--- src/rtl/dmem_access_ctrl.sv ---
`default_nettype none
// ============================================================================
// dmem_access_ctrl : MEM-stage data-memory sequencer with stall/bubble control
// Revision 1.0
// ============================================================================
module dmem_access_ctrl #(
    parameter int TIMEOUT = 255,
    parameter int DATA_W  = 32
) (
    input  logic              CLK,
    input  logic              RESET,
    input  logic              MEM_READ,
    input  logic              MEM_WRITE,
    input  logic [DATA_W-1:0] MEM_ADDR,
    input  logic [DATA_W-1:0] MEM_WDATA,
    output logic              DMEM_REQ,
    output logic              DMEM_WE,
    output logic [DATA_W-1:0] DMEM_ADDR,
    output logic [DATA_W-1:0] DMEM_WDATA,
    input  logic              DMEM_ACK,
    input  logic [DATA_W-1:0] DMEM_RDATA,
    output logic [DATA_W-1:0] RD_DATA,
    output logic              PIPE_STALL,
    output logic              WB_BUBBLE,
    output logic              MEM_ERR
);

    localparam logic [7:0] TIMEOUT_LAST = 8'(TIMEOUT - 1);

    typedef enum logic [1:0] {
        IDLE = 2'b00,
        BUSY = 2'b01,
        DONE = 2'b10
    } state_t;

    state_t     state;
    state_t     state_next;
    logic [7:0] count;
    logic       access_req;
    logic       misaligned;
    logic       issue;
    logic       ack_take;
    logic       timed_out;
    logic       bad_access;

    assign access_req = MEM_READ | MEM_WRITE;
    assign misaligned = |MEM_ADDR[1:0];

    always_ff @(posedge CLK or posedge RESET) begin
        if (RESET) begin
            state <= IDLE;
        end else begin
            state <= state_next;
        end
    end

    // DONE ignores MEM_READ/MEM_WRITE: they still describe the finished access.
    always_comb begin
        state_next = state;
        issue      = 1'b0;
        ack_take   = 1'b0;
        timed_out  = 1'b0;
        bad_access = 1'b0;
        PIPE_STALL = 1'b0;
        case (state)
            IDLE: begin
                if (access_req) begin
                    if (misaligned) begin
                        bad_access = 1'b1;
                    end else begin
                        issue      = 1'b1;
                        PIPE_STALL = 1'b1;
                        state_next = BUSY;
                    end
                end
            end
            BUSY: begin
                PIPE_STALL = 1'b1;
                if (DMEM_ACK) begin
                    ack_take   = 1'b1;
                    state_next = DONE;
                end else if (count == TIMEOUT_LAST) begin
                    timed_out  = 1'b1;
                    state_next = DONE;
                end
            end
            DONE: begin
                state_next = IDLE;
            end
            default: begin
                state_next = IDLE;
            end
        endcase
    end

    // MEM/WB has no enable, so every stalled cycle must be a bubble.
    assign WB_BUBBLE = PIPE_STALL | bad_access;

    always_ff @(posedge CLK or posedge RESET) begin
        if (RESET) begin
            DMEM_REQ   <= 1'b0;
            DMEM_WE    <= 1'b0;
            DMEM_ADDR  <= '0;
            DMEM_WDATA <= '0;
            RD_DATA    <= '0;
            count      <= 8'd0;
            MEM_ERR    <= 1'b0;
        end else begin
            if (issue) begin
                DMEM_REQ   <= 1'b1;
                DMEM_WE    <= MEM_WRITE;
                DMEM_ADDR  <= MEM_ADDR;
                DMEM_WDATA <= MEM_WDATA;
                count      <= 8'd0;
            end else if (state == BUSY) begin
                count <= count + 8'd1;
            end
            if (ack_take) begin
                DMEM_REQ <= 1'b0;
                if (!DMEM_WE) begin
                    RD_DATA <= DMEM_RDATA;
                end
            end
            if (timed_out) begin
                DMEM_REQ <= 1'b0;
                MEM_ERR  <= 1'b1;
                RD_DATA  <= '0;
            end
            if (bad_access) begin
                MEM_ERR <= 1'b1;
            end
        end
    end

endmodule
`default_nettype wire

--- config.mk ---
export PLATFORM = sky130hd
export DESIGN_NAME = dmem_access_ctrl
export DESIGN_NICKNAME = d
export VERILOG_FILES = /design/src/rtl/dmem_access_ctrl.sv
export SDC_FILE = /design/constraint.sdc
export NUM_CORES = 1
export LEC_CHECK = 0
export ABC_AREA = 1
export CORE_MARGIN = 2
export CORE_UTILIZATION = 30
export DETAILED_ROUTE_END_ITERATION = 6
export PLACE_DENSITY_LB_ADDON = 0.05
export RECOVER_POWER = 100
export SYNTH_ARGS = -nofsm -noshare
export SYNTH_HDL_FRONTEND = slang
export SYNTH_SLANG_ARGS = --single-unit
--- constraint.sdc ---
create_clock -name CLK -period 5.2 [get_ports CLK]
set_clock_uncertainty 0.15 [all_clocks]
set_input_delay 1.04 -clock CLK [delete_from_list [all_inputs] [get_ports CLK]]
set_output_delay 1.04 -clock CLK [all_outputs]
set_load 0.01 [all_outputs]
==> qor.csv <==
metric;value;unit
status;finished with violations;
violations;max-capacitance violations, max-slew violations;
ys_seq_area_share;61.4;%
wl_per_cell;14.9;um
synth_cell_type_count;21;
cp_slowest_stage_delay;1.14;ns
h-tree-depth;3;
synth_area;0.00444;mm2
hp-class;register to register;
p_clk_share;23.3;%
cts_tree;built;
seqPwrFrac;43.6;%
setup_viol;0;
drive_gt1_share;3.76;%
dieWidth;126;um
p_sw;894;uW
fin_crit;4.14;ns
wl_met2;6.02;mm
max_freq;241;MHz
final_common_cell;nand2_1;
drtIter0Drc;204;
clock_latency;0.35;ns
dr.max_layer_used;met4;
dr.pass1.iters;4;
worst_ep_arrival_time;4.23;ns
synth-compound-area-share;1.38;%
start_util;30.7;%
crit_top_cell;nand2_1;
fin_util;47.0;%
ys_seq_elements;109;
die_y;126;um
syn_inst;500;
synth-xor-area-share;0;%
hold_viol;0;
clk_pin_slew;0.07;ns
rsz0062_at_grt;no;
antenna_found_initial;0;
finalNonFillerCells;876;
start_kind;input pin;
cp_max_fo;73;
power_frac_comb;33.1;%
worstMarginPinSlew;1.70;ns
mostFrequentLayoutCells;nand2_1 (271), dfrtp_1 (109), dlygate4sd3_1 (103), clkdlybuf4s50_1 (98), nand4_1 (35);
tns;0;ns
wirelength;13.1;mm
dp.cells;861;
core-area;0.0145;mm2
synth_fa_ha_area_share;0.563;%
synth.avg_cell_area;8.89;um2
grt.total_usage;16.9;%
dieArea;0.0158;mm2
syn_nets;603;
vias_per_cell;4.55;
wl_met3;1.20;mm
ant_nets;0;
ys.warnings.count;0;
power_density;411;mW/mm2
cts_root_buf;clkbuf_16;
cts_made_buffers;9;
ir_worst_vdd;0.000160;V
maxCapViolCount;3;
m1WireLength;5.53;mm
dpl.hpwl;8.83;mm
cts.sinks;109;
netSwitchingFraction;31.9;%
num_io_pins;202;
cp_slowest_cell;clkbuf_2;
worstPathCellList;clkdlybuf4s50_1 -> or2_0 -> nand3_1 -> clkbuf_2 -> inv_2 -> nand2_1 -> nand2_1;
grt_pass1_vias;4181;
leakage;3.42;nW
required;5.28;ns
p_int;1.91;mW
postCtsHoldBufs;0;
post_cts_buffers;0;
slew_headroom;-13.8;%
grt_pass1_wl;21.2;mm
synth_top_family_by_area;simple AND/OR/NAND/NOR gates;
cts_resized;0;
p_total;2.80;mW
drv_slew;148;
grt_overflow;0;
critPathKind;input pin to register;
finalNetCount;791;
area_growth;53.3;%
max-clock-path-buffers;2;
end_kind;register;
drc;0;
muxShareOfSynthArea;0;%
synth_simple_gate_area_share;31.8;%
grt_start_max_net_pins;74;
rows;44;
io_buffers;201;
gp_congestion;0.739;
fin_crit_sh;79.7;%
antenna_cells;0;
vias;3984;
==> flip-flops by register name, summed over array words and instances (netlist names) <==
name / count
DMEM_ADDR: 32
MEM_ERR: 1
RD_DATA: 32
DMEM_REQ: 1
DMEM_WDATA: 32
count: 8
DMEM_WE: 1
state: 2
==> layout make-up <==
class	count	area, um2
repair buffers	205	2030
inverters	17	65.1
clock buffers	12	256
well taps	184	230
multi-input cells	346	1480
clock inverters	3	21.3
fillers	1407	7670
flip-flops and latches	109	2730
==> worst max-delay path, delay by kind of cell <==
family                 cells  cell delay, ns
AND/OR/NAND/NOR            4            0.70
buffers and inverters      3            2.44
==> synthesized netlist by cell type <==
master	number	share of area [%]
nand2_1	262	22
dfrtp_1	109	61
nand4_1	35	4.9
inv_1	16	1.4
buf_2	15	1.7
nand2_2	13	1.8
nor2_1	11	0.93
clkbuf_1	6	0.51
o21ai_0	6	0.68
a21oi_1	5	0.56
nand3_1	5	0.56
buf_6	3	0.76
buf_1	2	0.17
buf_4	2	0.34
ha_1	2	0.56
nand3b_1	2	0.34
nor2_4	2	0.51
a31oi_1	1	0.14
inv_2	1	0.084
nand3_4	1	0.39
or2_1	1	0.14
==> power by group through the flow <==
stage | Combinational [mW] | Clock, mW | Sequential [mW]
6_report | 0.927 | 0.654 | 1.22
5_1_grt | 1.02 | 0.710 | 1.26
4_1_cts | 1.04 | 0.678 | 1.24
3_5_place_dp | 1.04 | 0 | 1.25
3_3_place_gp | 1.03 | 0 | 1.24
2_1_floorplan | 0.288 | 0 | 1.35
==> kinds of logic after synthesis <==
group                      count (synthesis)
AOI/OAI and AO/OA                         12
adders and majority gates                  2
buffers and inverters                     45
DFF                                      109
and+or+nand+nor                          332
==> layer usage <==
| layer | vias to the layer above | global-route usage (%) |
|---|---|---|
| met3 | 18 | 5.90 |
| li1 | 1945 | - |
| met4 | 0 | 7.52 |
| met5 | - | 0 |
| met2 | 143 | 27.2 |
| met1 | 1878 | 20.5 |
==> per-stage QoR <==
stage / setup slack [ns] / hold WS [ns] / cell area [um2]
after CTS: 1.47 / 0.330 / 6850
final: 1.06 / 0.321 / 6810
after global routing: 0.692 / 0.341 / 6810
after global placement: 1.43 / 0.302 / 6570
after detailed placement: 1.44 / 0.311 / 6570
after floorplan: 1.14 / 0.343 / 4440
==> path summary, 6_finish.rpt <==
path                            slack, ns  depth (start not counted)   startpoint             end
worst max-delay path                 1.06                          7    MEM_WRITE  DMEM_WDATA[14]
worst min-delay path                 0.32                          2  RD_DATA[25]     RD_DATA[25]
worst max register to register       1.89                          6     state[1]  DMEM_WDATA[14]
worst min register to register       0.32                          2  RD_DATA[25]     RD_DATA[25]
max in group asynchronous            1.83                          3        RESET     RD_DATA[29]
min in group asynchronous            1.41                          2        RESET     RD_DATA[31]
No activity file was read; power rests on OpenSTA's default activity.
